## src/rtl/ie_stack_seq_pkg.sv

```systemverilog
// ---------------------------------------------------------------------------
// ie_stack_seq_pkg
//   Shared definitions for the instruction-execute stack sequencer:
//     - stack operation codes (push / pull)
//     - FSM state encodings and the state enum built on them
//     - stack_addr(): forms the 16-bit bus address of a stack slot
//   No ports (package).
// ---------------------------------------------------------------------------
package ie_stack_seq_pkg;

  // Stack operation selected by the 'op' input.
  localparam logic STACK_PUSH = 1'b0;
  localparam logic STACK_PULL = 1'b1;

  // Sequencer state encodings.
  localparam logic [1:0] ST_IDLE_ENC    = 2'd0;
  localparam logic [1:0] ST_PUSH_ENC    = 2'd1;
  localparam logic [1:0] ST_PULL_RD_ENC = 2'd2;
  localparam logic [1:0] ST_DONE_ENC    = 2'd3;

  typedef enum logic [1:0] {
    ST_IDLE    = ST_IDLE_ENC,
    ST_PUSH    = ST_PUSH_ENC,
    ST_PULL_RD = ST_PULL_RD_ENC,
    ST_DONE    = ST_DONE_ENC
  } stack_state_t;

  // The stack lives in a single 256-byte page; the pointer is the low byte.
  function automatic logic [15:0] stack_addr(input logic [7:0] page,
                                             input logic [7:0] ptr);
    return {page, ptr};
  endfunction

endpackage

```

## src/rtl/ie_wait_counter.sv

```systemverilog
// ---------------------------------------------------------------------------
// ie_wait_counter
//   Loadable down-counter used to hold a bus address for a fixed number of
//   cycles. A load pulse starts a wait of LAT cycles; 'expired' is high in
//   the LAT-th cycle after the load edge (and stays high while idle).
//   Ports:
//     clk     in  system clock
//     rst     in  synchronous active-high reset
//     load    in  start a new LAT-cycle wait on this edge
//     expired out high in the final cycle of the wait
// ---------------------------------------------------------------------------
module ie_wait_counter #(
  parameter  int LAT = 2,
  localparam int CW  = $clog2(LAT + 1)
) (
  input  logic clk,
  input  logic rst,
  input  logic load,
  output logic expired
);

  logic [CW-1:0] count_reg;

  // Loading LAT-1 makes the count reach zero in the LAT-th cycle, so a
  // single-cycle wait (LAT=1) expires in the very first cycle.
  always_ff @(posedge clk) begin
    if (rst) begin
      count_reg <= '0;
    end else if (load) begin
      count_reg <= CW'(LAT - 1);
    end else if (count_reg != '0) begin
      count_reg <= count_reg - CW'(1);
    end
  end

  assign expired = (count_reg == '0);

endmodule

```

## src/rtl/ie_stack_seq.sv

```systemverilog
// ---------------------------------------------------------------------------
// ie_stack_seq
//   Stack sequencer for the 6502 instruction-execute path. Runs multi-byte
//   push and pull bursts on the byte-wide memory bus (JSR/RTS/RTI and
//   interrupt entry), owns the stack pointer and reports page wrap.
//
//   Optional feature: define IE_STACK_GUARD_EN to abort any burst that would
//   wrap around the stack page (err=1, wrap=1, no bus activity, sp kept).
//   Without it the burst wraps modulo 256 and only wrap is flagged.
//
//   Ports:
//     clk, rst          clock, synchronous active-high reset
//     start, op         burst request (IDLE only), 0=push 1=pull
//     nbytes            burst length, clamped to MAX_BYTES
//     push_data         byte k at [8k+7:8k], byte 0 pushed first
//     sp_load,
//     sp_load_val       load the stack pointer (IDLE only)
//     busy, done        activity flag, one-cycle completion pulse
//     wrap, err         burst status, valid from done until next start
//     pull_data         byte k = k-th byte pulled
//     sp_out            current stack pointer
//     mem_addr,
//     mem_data_out,
//     mem_data_in,
//     mem_write_en,
//     mem_read_en       CPU memory bus
// ---------------------------------------------------------------------------
module ie_stack_seq
  import ie_stack_seq_pkg::*;
#(
  parameter  int         MAX_BYTES  = 3,
  parameter  int         READ_LAT   = 2,
  parameter  logic [7:0] STACK_PAGE = 8'h01,
  parameter  logic [7:0] SP_RESET   = 8'hFF,
  localparam int         NB_W       = $clog2(MAX_BYTES + 1)
) (
  input  logic                   clk,
  input  logic                   rst,
  input  logic                   start,
  input  logic                   op,
  input  logic [NB_W-1:0]        nbytes,
  input  logic [8*MAX_BYTES-1:0] push_data,
  input  logic                   sp_load,
  input  logic [7:0]             sp_load_val,
  output logic                   busy,
  output logic                   done,
  output logic                   wrap,
  output logic                   err,
  output logic [8*MAX_BYTES-1:0] pull_data,
  output logic [7:0]             sp_out,
  output logic [15:0]            mem_addr,
  output logic [7:0]             mem_data_out,
  input  logic [7:0]             mem_data_in,
  output logic                   mem_write_en,
  output logic                   mem_read_en
);

`ifdef IE_STACK_GUARD_EN
  localparam bit GUARD_EN = 1'b1;
`else
  localparam bit GUARD_EN = 1'b0;
`endif

  // -------------------------------------------------------------------------
  // State
  // -------------------------------------------------------------------------
  stack_state_t           state_reg;
  logic [NB_W-1:0]        nb_reg;
  logic [NB_W-1:0]        idx_reg;
  logic [8*MAX_BYTES-1:0] push_buf_reg;
  logic [7:0]             pull_bytes_reg [MAX_BYTES];
  logic [7:0]             sp_reg;
  logic [15:0]            mem_addr_reg;
  logic [7:0]             mem_data_out_reg;
  logic                   mem_write_en_reg;
  logic                   mem_read_en_reg;
  logic                   busy_reg;
  logic                   done_reg;
  logic                   wrap_reg;
  logic                   err_reg;

  // -------------------------------------------------------------------------
  // Byte lane views of the captured push data and the pull result
  // -------------------------------------------------------------------------
  logic [7:0] push_bytes [MAX_BYTES];

  genvar gi;
  generate
    for (gi = 0; gi < MAX_BYTES; gi++) begin : g_lanes
      assign push_bytes[gi]           = push_buf_reg[8*gi +: 8];
      assign pull_data[8*gi +: 8]     = pull_bytes_reg[gi];
    end
  endgenerate

  // -------------------------------------------------------------------------
  // Start-of-burst decode
  // -------------------------------------------------------------------------
  logic [NB_W-1:0] nb_clamped;
  logic [7:0]      sp_start;
  logic            wrap_calc;
  logic            guard_hit;
  logic            idle_go;

  assign nb_clamped = (nbytes > NB_W'(MAX_BYTES)) ? NB_W'(MAX_BYTES) : nbytes;

  // A simultaneous sp_load feeds the burst directly.
  assign sp_start = sp_load ? sp_load_val : sp_reg;

  // Push walks down from sp; pull walks up from sp+1.
  assign wrap_calc = (op == STACK_PUSH)
                   ? (sp_start < 8'(nb_clamped))
                   : (({1'b0, sp_start} + 9'(nb_clamped)) > 9'd255);

  assign guard_hit = GUARD_EN && wrap_calc;
  assign idle_go   = (state_reg == ST_IDLE) && start;

  // -------------------------------------------------------------------------
  // In-burst decode
  // -------------------------------------------------------------------------
  logic [NB_W-1:0] idx_next;
  logic            last_byte;
  logic [7:0]      sp_pull_next;
  logic            cnt_load;
  logic            cnt_expired;

  assign idx_next  = idx_reg + NB_W'(1);
  assign last_byte = (idx_reg == (nb_reg - NB_W'(1)));

  // The pull pointer steps in the first cycle of each byte, which is exactly
  // the cycle carrying the read strobe.
  assign sp_pull_next = mem_read_en_reg ? (sp_reg + 8'd1) : sp_reg;

  // Restart the wait on entry to a pull and between pull bytes.
  assign cnt_load = (idle_go && (op == STACK_PULL) && (nb_clamped != '0) && !guard_hit)
                  || ((state_reg == ST_PULL_RD) && cnt_expired && !last_byte);

  ie_wait_counter #(
    .LAT (READ_LAT)
  ) u_wait (
    .clk     (clk),
    .rst     (rst),
    .load    (cnt_load),
    .expired (cnt_expired)
  );

  // -------------------------------------------------------------------------
  // Sequencer FSM with registered bus and status outputs
  // -------------------------------------------------------------------------
  always_ff @(posedge clk) begin
    if (rst) begin
      state_reg        <= ST_IDLE;
      nb_reg           <= '0;
      idx_reg          <= '0;
      push_buf_reg     <= '0;
      for (int i = 0; i < MAX_BYTES; i++) pull_bytes_reg[i] <= '0;
      sp_reg           <= SP_RESET;
      mem_addr_reg     <= '0;
      mem_data_out_reg <= '0;
      mem_write_en_reg <= 1'b0;
      mem_read_en_reg  <= 1'b0;
      busy_reg         <= 1'b0;
      done_reg         <= 1'b0;
      wrap_reg         <= 1'b0;
      err_reg          <= 1'b0;
    end else begin
      // Strobes and the done pulse last a single cycle unless re-armed.
      mem_write_en_reg <= 1'b0;
      mem_read_en_reg  <= 1'b0;
      done_reg         <= 1'b0;

      case (state_reg)
        ST_IDLE: begin
          if (sp_load) begin
            sp_reg <= sp_load_val;
          end
          if (start) begin
            nb_reg       <= nb_clamped;
            idx_reg      <= '0;
            push_buf_reg <= push_data;
            wrap_reg     <= wrap_calc;
            err_reg      <= guard_hit;
            busy_reg     <= 1'b1;
            if (op == STACK_PULL) begin
              for (int i = 0; i < MAX_BYTES; i++) pull_bytes_reg[i] <= '0;
            end
            if ((nb_clamped == '0) || guard_hit) begin
              // Nothing to move: report completion without touching the bus.
              state_reg <= ST_DONE;
              done_reg  <= 1'b1;
            end else if (op == STACK_PUSH) begin
              state_reg        <= ST_PUSH;
              mem_addr_reg     <= stack_addr(STACK_PAGE, sp_start);
              mem_data_out_reg <= push_data[7:0];
              mem_write_en_reg <= 1'b1;
            end else begin
              state_reg       <= ST_PULL_RD;
              mem_addr_reg    <= stack_addr(STACK_PAGE, sp_start + 8'd1);
              mem_read_en_reg <= 1'b1;
            end
          end
        end

        ST_PUSH: begin
          // The write for byte idx is on the bus this cycle.
          sp_reg  <= sp_reg - 8'd1;
          idx_reg <= idx_next;
          if (last_byte) begin
            state_reg <= ST_DONE;
            done_reg  <= 1'b1;
          end else begin
            mem_addr_reg     <= stack_addr(STACK_PAGE, sp_reg - 8'd1);
            mem_data_out_reg <= push_bytes[idx_next];
            mem_write_en_reg <= 1'b1;
          end
        end

        ST_PULL_RD: begin
          sp_reg <= sp_pull_next;
          if (cnt_expired) begin
            pull_bytes_reg[idx_reg] <= mem_data_in;
            idx_reg                 <= idx_next;
            if (last_byte) begin
              state_reg <= ST_DONE;
              done_reg  <= 1'b1;
            end else begin
              mem_addr_reg    <= stack_addr(STACK_PAGE, sp_pull_next + 8'd1);
              mem_read_en_reg <= 1'b1;
            end
          end
        end

        ST_DONE: begin
          state_reg <= ST_IDLE;
          busy_reg  <= 1'b0;
        end

        default: begin
          state_reg <= ST_IDLE;
          busy_reg  <= 1'b0;
        end
      endcase
    end
  end

  assign busy         = busy_reg;
  assign done         = done_reg;
  assign wrap         = wrap_reg;
  assign err          = err_reg;
  assign sp_out       = sp_reg;
  assign mem_addr     = mem_addr_reg;
  assign mem_data_out = mem_data_out_reg;
  assign mem_write_en = mem_write_en_reg;
  assign mem_read_en  = mem_read_en_reg;

endmodule

```

## config.mk

```make
export PLATFORM = sky130hd
export DESIGN_NAME = ie_stack_seq
export DESIGN_NICKNAME = d
export VERILOG_FILES = /design/src/rtl/ie_stack_seq_pkg.sv /design/src/rtl/ie_wait_counter.sv /design/src/rtl/ie_stack_seq.sv
export SDC_FILE = /design/constraint.sdc
export NUM_CORES = 1
export LEC_CHECK = 0
export CAP_MARGIN = 20
export CELL_PAD_IN_SITES_DETAIL_PLACEMENT = 1
export CELL_PAD_IN_SITES_GLOBAL_PLACEMENT = 2
export CORE_MARGIN = 1.5
export CORE_UTILIZATION = 25
export DETAILED_ROUTE_END_ITERATION = 8
export PLACE_DENSITY = 0.7
export REMOVE_ABC_BUFFERS = 1
export SLEW_MARGIN = 0
export SYNTH_ARGS = -nofsm -noshare
export SYNTH_HDL_FRONTEND = slang
export SYNTH_SLANG_ARGS = --single-unit
```

## constraint.sdc

```tcl
create_clock -name clk -period 3 [get_ports clk]
set_input_delay 0.6 -clock clk [delete_from_list [all_inputs] [get_ports clk]]
set_output_delay 0.6 -clock clk [all_outputs]
set_load 0.03 [all_outputs]
```

==> results of run 1 <==
per-layer routing:
| metal | global-route usage [%] | share of wire (%) |
|---|---|---|
| met1 | 20.46 | 44 |
| met2 | 30.02 | 50 |
| met3 | 3.320 | 4.0 |
| met4 | 4.286 | 1.4 |
| met5 | 0 | 0 |
worst paths after layout:
kind / slack (ns) / start / to / cells after the start
setup / recovery: 0.48 / sp_out[2]$_SDFFE_PP1N_ / sp_out[2] / 1
hold / removal: 0.45 / push_buf_reg[11]$_SDFFE_PP0P_ / push_buf_reg[11]$_SDFFE_PP0P_ / 2
setup reg to reg: 0.58 / sp_out[0]$_SDFFE_PP1N_ / mem_addr[7]$_SDFFE_PP0P_ / 8
hold reg to reg: 0.45 / push_buf_reg[11]$_SDFFE_PP0P_ / push_buf_reg[11]$_SDFFE_PP0P_ / 2
cells by family after synthesis:
logic type	Yosys count	share of synthesized area [%]
and+or+nand+nor	247	24.82
DFF	86	40.21
adders and majority gates	17	4.513
AOI/OAI and AO/OA	123	15.90
buffers and inverters	68	6.333
muxes	19	4.025
xor gates and xnor gates	23	4.128
other	1	0.07685
layout by cell type (no fill, tap or decap), types with 5 or more instances in the layout:
cell	n
edfxtp_1	24
o21ai_0	9
conb_1	8
inv_1	14
nor3b_1	11
o21ai_1	6
buf_4	24
nand3_1	13
clkdlybuf4s50_1	99
xor2_1	8
a211oi_1	7
ha_1	16
dfxtp_1	62
clkbuf_16	9
nand3b_1	6
nand4_1	5
nor3_1	28
nand2b_1	6
mux2i_1	16
nor2_1	60
nand2_1	78
a31oi_1	5
xnor2_1	15
a21oi_1	60
and3_1	24
metrics by stage:
stage | utilization (%) | hold WS [ns]
global placement | 32.64 | 0.4396
CTS | 34.09 | 0.4573
global route | 34.09 | 0.4766
detailed placement | 32.64 | 0.4481
floorplan | - | 0.4255
finish | 34.09 | 0.4537
area by class of cell:
cell class | instances | area (µm²)
clock buffer | 10 | 229.0
clock inverter | 6 | 46.29
fill | 2260 | 12450
inverter | 18 | 67.56
multi-input combinational | 437 | 2635
sequential | 86 | 1962
tap | 260 | 325.3
timing repair buffer | 124 | 1176
where the power goes:
part           switching (mW)  leakage (nW)  internal, mW  total [mW]
logic                    2.03          1.55          1.24        3.27
clock network           0.498         0.129         0.566        1.06
registers               0.271         0.765          1.47        1.74
total                    2.80          2.45          3.27        6.07
==> qor.csv, run 1 <==
metric,value,unit
drt_iter0_drc,157,
syn_area_per_cell,8.356,µm²
synthFlopType,dfxtp_1,
tritoncts,built,
setup_slack,0.4788,ns
cp.arrival,1.92,ns
period_needed,2.521,ns
clk_pin_slew,0.06,ns
rows,50,
cp_slowest_cell,clkdlybuf4s50_1,
worst_pin_slew,0.7721,ns
finalCritPeriodShare,84.04,%
crit_type,register to output pin,
async_reset_ff_share,0,%
tns,0,ns
clock_skew,0.009178,ns
antenna_found_initial,0,
startpoint_type,register,
outcome,finished clean,
die-area,20370,µm²
netlist_instances,584,
grt_max_degree,31,
post_synth_main_area_contributors,"dfxtp_1, edfxtp_1, a21oi_1",
critPathMaxFanout,17,
critPathTopFamily,buffers and inverters,
post-cts-setup-buffers,0,
synth_most_common_cell,nand2_1,
grt_pass1_vias,4867,
insertion_delay,0.35,ns
post_cts_resized,0,
clock-sinks,86,
total_power,6.073,mW
gp_congestion,0.7928,
root_buffer,clkbuf_16,
synth_area,4880,µm²
dp_hpwl,12170,µm
synthDistinctLibCells,64,
antenna_cells,0,
max_stage_delay,0.80,ns
stdcell_count,941,
die_x,142.7,µm
relSlewSlack,48.53,%
io_pins,109,
yosysWarnings,0,
postRouteAntennaNets,0,
drt_wl_total,16490,µm
start_util,25.83,%
ir_worst_vdd,427.0,µV
cts_hold_buf,0,
pre_cts_slack,0.2712,ns
fmax,396.6,MHz
dpl_cell_area,6166,µm²
area_delta_synth_final,32.00,%
fin_area,6441,µm²
synth_top_area_share,25.44,%
slew_viol_final,0,
yosysTopAreaCell,dfxtp_1,
synth_common_cells,"nand2_1, dfxtp_1, a21oi_1, nor2_1, nor3_1",
synth_edf_count,24,
htree_num_levels,3,
path_buf_inv,1,
dr_total_vias,4573,
die_h,142.7,µm
routed_via_density,4.860,
finalHoldViolCount,0,
cp-end-kind,output pin,
cts_buffer_depth,2,
hp-class,register to register,
drt_pass1_iterations,4,
io_buffers,100,
cts_inserted_buffers,9,
path_cells,clkdlybuf4s50_1,
rsz0062_at_grt,no,
dp_cells,925,
required,2.40,ns
grt_overflow_total,0,
grt_pass1_wl,26240,µm
cap_violations,0,
ys_ff_latch,86,
avgRoutedWirePerCell,17.52,µm
drc,0,
nets,740,
grt_usage,16.76,%
layout-drive-gt1-share,7.930,%
ys_seq_area_share,40.21,%
setup_viol,0,
powerDensity,942.9,nW/µm²
core,18890,µm²
leakagePower,2.447,nW
Note: power is estimated with default switching activity, not from simulation.
==> run 2, diff against run 1 <==
- clock period: 3 -> 2.5 ns (I/O delays scaled with it)
==> qor.csv, run 2 (synthesis gave the netlist of run 1 again) <==
metric,value,unit,change
clk_pin_slew,0.06,ns,about the same
slew_viol_final,0,,unchanged
drt_pass1_iterations,4,,unchanged
final_cell_mix,"clkdlybuf4s50_1, nand2_1, dfxtp_1",,
grt_max_degree,33,,+6.5%
avgRoutedWirePerCell,17.23,µm,-1.7%
routed_via_density,4.865,,+0.12%
die_x,142.7,µm,unchanged
r2r_slack,0.15,ns,-0.43 ns
nets,757,,+2.3%
die-area,20370,µm²,unchanged
finalHoldViolCount,0,,unchanged
root_buffer,clkbuf_16,,
finalCritPeriodShare,94.16,%,
fmax,424.8,MHz,
layout-drive-gt1-share,10.89,%,+3.0 points
reg2reg_from,sp_out[1]$_SDFFE_PP1N_,,
io_pins,109,,unchanged
fillers,2229,,-1.4%
area_delta_synth_final,35.51,%,
antenna_found_initial,0,,unchanged
dr_total_vias,4661,,+1.9%
dpl_cell_area,6304,µm²,+2.2%
tritoncts,built,,
worst_pin_slew,0.6119,ns,-0.1602 ns
cts_buffer_depth,2,,unchanged
period_needed,2.354,ns,
mostFrequentLayoutCell,clkdlybuf4s50_1,,
hold_end,push_buf_reg[21]$_SDFFE_PP0P_,,
startpoint_type,register,,
utilization,35.00,%,+0.91 points
tns,0,ns,unchanged
required,2.74,ns,+0.34 ns
outcome,finished clean,,
drt_wl_total,16500,µm,+0.12%
r2r_cells,10,,+2
grt_usage,16.52,%,-0.24 points
core,18890,µm²,unchanged
max_stage_delay,0.37,ns,-0.43 ns
clock_skew,0.01009,ns,+0.0009089 ns
antenna_cells,0,,unchanged
total_power,7.501,mW,+24%
htree_num_levels,3,,unchanged
grt_pass1_vias,4705,,-3.3%
drt_iter0_drc,154,,-1.9%
critPathTopFamily,compound AO/OA/AOI/OAI gates,,
grt_pass1_wl,25850,µm,-1.5%
fin_area,6613,µm²,+2.7%
drc,0,,unchanged
hold_start,push_buf_reg[21]$_SDFFE_PP0P_,,
start_util,25.83,%,unchanged
cp-end-kind,register,,
crit_type,register to register,,
insertion_delay,0.35,ns,about the same
whs_path_depth,2,,unchanged
critPathMaxFanout,4,,-13
rsz0062_at_grt,no,,
setup_viol,0,,unchanged
io_buffers,100,,unchanged
hp-class,register to register,,
cap_violations,0,,unchanged
cp.arrival,2.60,ns,+0.68 ns
die_h,142.7,µm,unchanged
cts_inserted_buffers,9,,unchanged
path_cells,"inv_1, ha_1, nand2_1, o21ai_2, ha_2, nand3_1, o31ai_2, mux2i_1, nor2_1, o41ai_1",,
critical_path_depth,10,,+9
postRouteAntennaNets,0,,unchanged
dp_hpwl,12260,µm,+0.77%
leakagePower,2.555,nW,+4.4%
gp_congestion,0.8112,,+2.3%
dp_cells,940,,+1.6%
grt_overflow_total,0,,unchanged
relSlewSlack,59.15,%,+11 points
clock-sinks,86,,unchanged
regToRegEndpoint,mem_addr[4]$_SDFFE_PP0P_,,
cp_slowest_cell,dfxtp_1,,
stdcell_count,958,,+1.8%
path_buf_inv,1,,unchanged
ir_worst_vdd,483.0,µV,+13%
rows,50,,unchanged
powerDensity,1134,nW/µm²,+20%
==> run 2: cell types whose count changed in the layout (fill, tap and decap cells not counted), moves of 2 or more <==
cell | previous run | this run
clkinv_2 | 1 | 4
buf_12 | 0 | 2
buf_4 | 24 | 39
clkinvlp_4 | 2 | 0
==> run 2: area by class of cell <==
| type | instances | area [µm²] | share of cell area [%] |
|---|---|---|---|
| clock inverter | 7 | 48.80 | 0.7379 |
| timing repair buffer | 141 | 1329 | 20.09 |
| sequential | 86 | 1962 | 29.67 |
| multi-input combinational | 437 | 2655 | 40.15 |
| tap | 260 | 325.3 | 4.920 |
| inverter | 18 | 67.56 | 1.022 |
| clock buffer | 9 | 225.2 | 3.406 |
==> run 2: worst min-delay path: cells and delay by family, from the launching register on <==
family | cells | cell delay, ns
AND/OR/NAND/NOR | 1 | 0.05
flip-flops | 1 | 0.31
AO/OA/AOI/OAI | 1 | 0.05
==> run 2: stage by stage <==
| stage | hold slack [ns] | setup slack, ns |
|---|---|---|
| after floorplan | 0.4255 | -0.1119 |
| after global placement | 0.4406 | -0.01678 |
| after detailed placement | 0.4490 | -0.09727 |
| after CTS | 0.4596 | 0.02087 |
| after global routing | 0.4796 | 0.003310 |
| final | 0.4553 | 0.1460 |
==> run 2: worst max-delay path by stage <==
stage / startpoint / endpoint / slack, ns
finish: sp_out[1]$_SDFFE_PP1N_ / mem_addr[4]$_SDFFE_PP0P_ / 0.15
global route: sp_out[1]$_SDFFE_PP1N_ / mem_addr[4]$_SDFFE_PP0P_ / 0.003
CTS: sp_out[0]$_SDFFE_PP1N_ / mem_addr[4]$_SDFFE_PP0P_ / 0.02
detailed placement: sp_load / wrap$_SDFFE_PP0P_ / -0.1
global placement: sp_load / wrap$_SDFFE_PP0P_ / -0.02
floorplan: sp_out[0]$_SDFFE_PP1N_ / mem_addr[4]$_SDFFE_PP0P_ / -0.11
==> run 2: repair_timing <==
| item | CTS | global route |
|---|---|---|
| resized for setup | 0 | 5 |
| hold buffers | 0 | 0 |
| setup buffers | 0 | 2 |
| setup endpoints to repair | 0 | 2 |
==> run 2: power by group <==
part           internal [mW]  leakage [nW]  total [mW]  switching, mW
Combinational           1.65          1.65        4.17           2.52
Sequential              1.76         0.765        2.05          0.290
Clock                  0.680         0.141        1.29          0.607
Total                   4.09          2.56        7.50           3.42
==> run 2: routing by layer <==
layer / up-vias / track usage, % / part of all wire [%]
met4: 0 / 6.294 / 1.9
met2: 104 / 28.13 / 49
met5: - / 0 / 0
li1: 2255 / - / -
met3: 17 / 2.750 / 3.7
met1: 2285 / 20.86 / 46
==> variant: new RTL, flow settings as in run 2 <==
Register the input `sp_load_val` before use. The logic sees it one clock later. The other inputs are not delayed to match.
--- a/src/rtl/ie_stack_seq.sv
+++ b/src/rtl/ie_stack_seq.sv
@@ -55,6 +55,12 @@
   output logic                   mem_read_en
 );
 
+  logic [7:0] sp_load_val_q;
+
+  always_ff @(posedge clk) begin
+    sp_load_val_q <= sp_load_val;
+  end
+
 `ifdef IE_STACK_GUARD_EN
   localparam bit GUARD_EN = 1'b1;
 `else
@@ -104,7 +110,7 @@
   assign nb_clamped = (nbytes > NB_W'(MAX_BYTES)) ? NB_W'(MAX_BYTES) : nbytes;
 
   // A simultaneous sp_load feeds the burst directly.
-  assign sp_start = sp_load ? sp_load_val : sp_reg;
+  assign sp_start = sp_load ? sp_load_val_q : sp_reg;
 
   // Push walks down from sp; pull walks up from sp+1.
   assign wrap_calc = (op == STACK_PUSH)
@@ -171,7 +177,7 @@
       case (state_reg)
         ST_IDLE: begin
           if (sp_load) begin
-            sp_reg <= sp_load_val;
+            sp_reg <= sp_load_val_q;
           end
           if (start) begin
             nb_reg       <= nb_clamped;
Formal check against the unedited RTL: not equivalent (a bounded check fails within 4 cycles, from zero or initial values and one cycle with rst high).
==> variant against run 2 <==
Wire length decreased by 5.2%; sequential cell count increased by 8; highest routed layer is now met5; first-iteration DRC count increased by 38%; die area increased by 0.63%; area after synthesis increased by 0.64%; critical endpoint is now sp_out[3]; utilization decreased by 0.79 points; design area about the same; worst setup slack improved by 0.041 ns; power about the same.
==> variant: results (changes against run 2) <==
Global routing
  – Vias in the first global route: 4723 (+0.38%)
  – Initial antenna violation count: 1 (+1)
  – Pin count of the biggest net entering global routing: 53 (+61%)
  – Total global-route track usage: 15.90% (-0.62 points)
  – First-pass GRT wire length: 25100 um (-2.9%)

Clock tree
  – CTS resizes: 0 (unchanged)
  – Cts bufs inserted: 9 (unchanged)
  – Maximum clock insertion buffer count: 2 (unchanged)

Setup path
  – CP max stage cell: clkdlybuf4s50_1
  – R2R Setup Slk: 0.24 ns (+0.09 ns)
  – CP max FO: 11 (+7)
  – Critical path startpoint: sp_out[3]
  – R2r endpoint: mem_addr[3]
  – Max incr delay on CP: 0.78 ns (+0.41 ns)
  – CP top delay family: buffers and inverters
  – R2r startpoint: state_reg[0]
  – FF-to-FF path depth: 8 (-2)

Hold path
  – Worst Hold Endpoint: mem_addr[8]
  – Hold_sp: mem_addr[8]

Detailed routing
  – Vias/cell: 4.652 (-4.4%)
  – Via count: 4359 (-6.5%)
  – Routed WL: 15650 um (-5.2%)
  – Initial DRC Count: 213 (+38%)

Synthesis
  – Synth top cells by count: nand2_1 (87), dfxtp_1 (70), a21oi_1 (67), nor2_1 (46), clkbuf_1 (28)
  – Distinct cells, synth: 61 (-4.7%)
  – Syn Area/Cell: 8.785 um2 (+5.1%)
  – Register area share after synthesis: 43.21% (+3.0 points)
  – Synth top area cells: dfxtp_1 (29%), edfxtp_1 (15%), a21oi_1 (6.8%)

Outcome
  – Outcome: completed

Layout
  – Filler cell count in the final layout: 2266 (+1.7%)
  – Nets: 731 (-3.4%)
  – Fraction of layout cells with a size suffix above 1: 11.90% (+1.0 points)

Power
  – Max VDD drop: 0.5401 mV (+12%)
  – Leak: 2.611 nW (+2.2%)

Placement
  – Cells after DPL: 921 (-2.0%)
  – Place WS: -0.1664 ns (-0.06916 ns)
  – RePlAce Congestion: 0.7858 (-3.1%)
  – Detailed Place HPWL: 11700 um (-4.5%)

STA
  – Clock Skew: 0.008777 ns (-0.001310 ns)
  – Hold WS: 0.4498 ns (-0.005564 ns)
  – Slew HR: 60.41% (+1.3 points)
==> variant: where the power goes <==
part | switching (mW) | total [mW] | internal (mW)
logic | 2.34 | 3.92 | 1.58
clock network | 0.618 | 1.39 | 0.776
registers | 0.290 | 2.19 | 1.90
total | 3.25 | 7.50 | 4.25
==> variant: final cells by class <==
class | instances | area share (%)
multi-input cells | 405 | 38.00
well taps | 265 | 5.012
clock inverters | 7 | 1.059
clock buffers | 9 | 3.405
flip-flops and latches | 94 | 32.08
repair buffers | 138 | 19.37
inverters | 19 | 1.078
==> variant: cells by family (layout without fill, tap and decap cells) <==
kind of cell             after synthesis  after routing  share of synthesized area [%]
AND/OR/NAND/NOR                      213            213                          21.20
AO/OA/AOI/OAI                        122            122                          15.75
flip-flops                            94             94                          43.21
buffers and inverters                 67            173                          6.140
XOR/XNOR                              23             23                          4.255
multiplexers                          22             22                          4.892
adder cells (fa/ha/maj)               17             17                          4.484
other                                  1              8                        0.07636
==> variant: metal layers <==
layer	part of all wire, %	wire length (um)	track usage (%)
met1	46	7148	19.48
met2	49	7630	27.59
met3	4.0	624	3.655
met4	1.5	236	4.775
met5	0.070	11	0
==> variant: per-stage QoR <==
step / util (%) / TNS (ns) / area [um2]
after floorplan: - / 0 / 4707
after global placement: 32.69 / -0.2183 / 6320
after detailed placement: 32.69 / -0.4663 / 6320
after CTS: 34.21 / 0 / 6615
after global routing: 34.21 / 0 / 6615
final: 34.21 / 0 / 6615
==> variant: worst max path at each step <==
| stage | endpoint | slack, ns |
|---|---|---|
| 5_1_grt | mem_addr[6] | 0.06 |
| 6_report | sp_out[3] | 0.19 |
| 3_5_place_dp | mem_addr[6] | -0.17 |
| 2_1_floorplan | mem_addr[6] | 0.07 |
| 3_3_place_gp | mem_addr[4] | -0.06 |
| 4_1_cts | sp_out[3] | 0.19 |
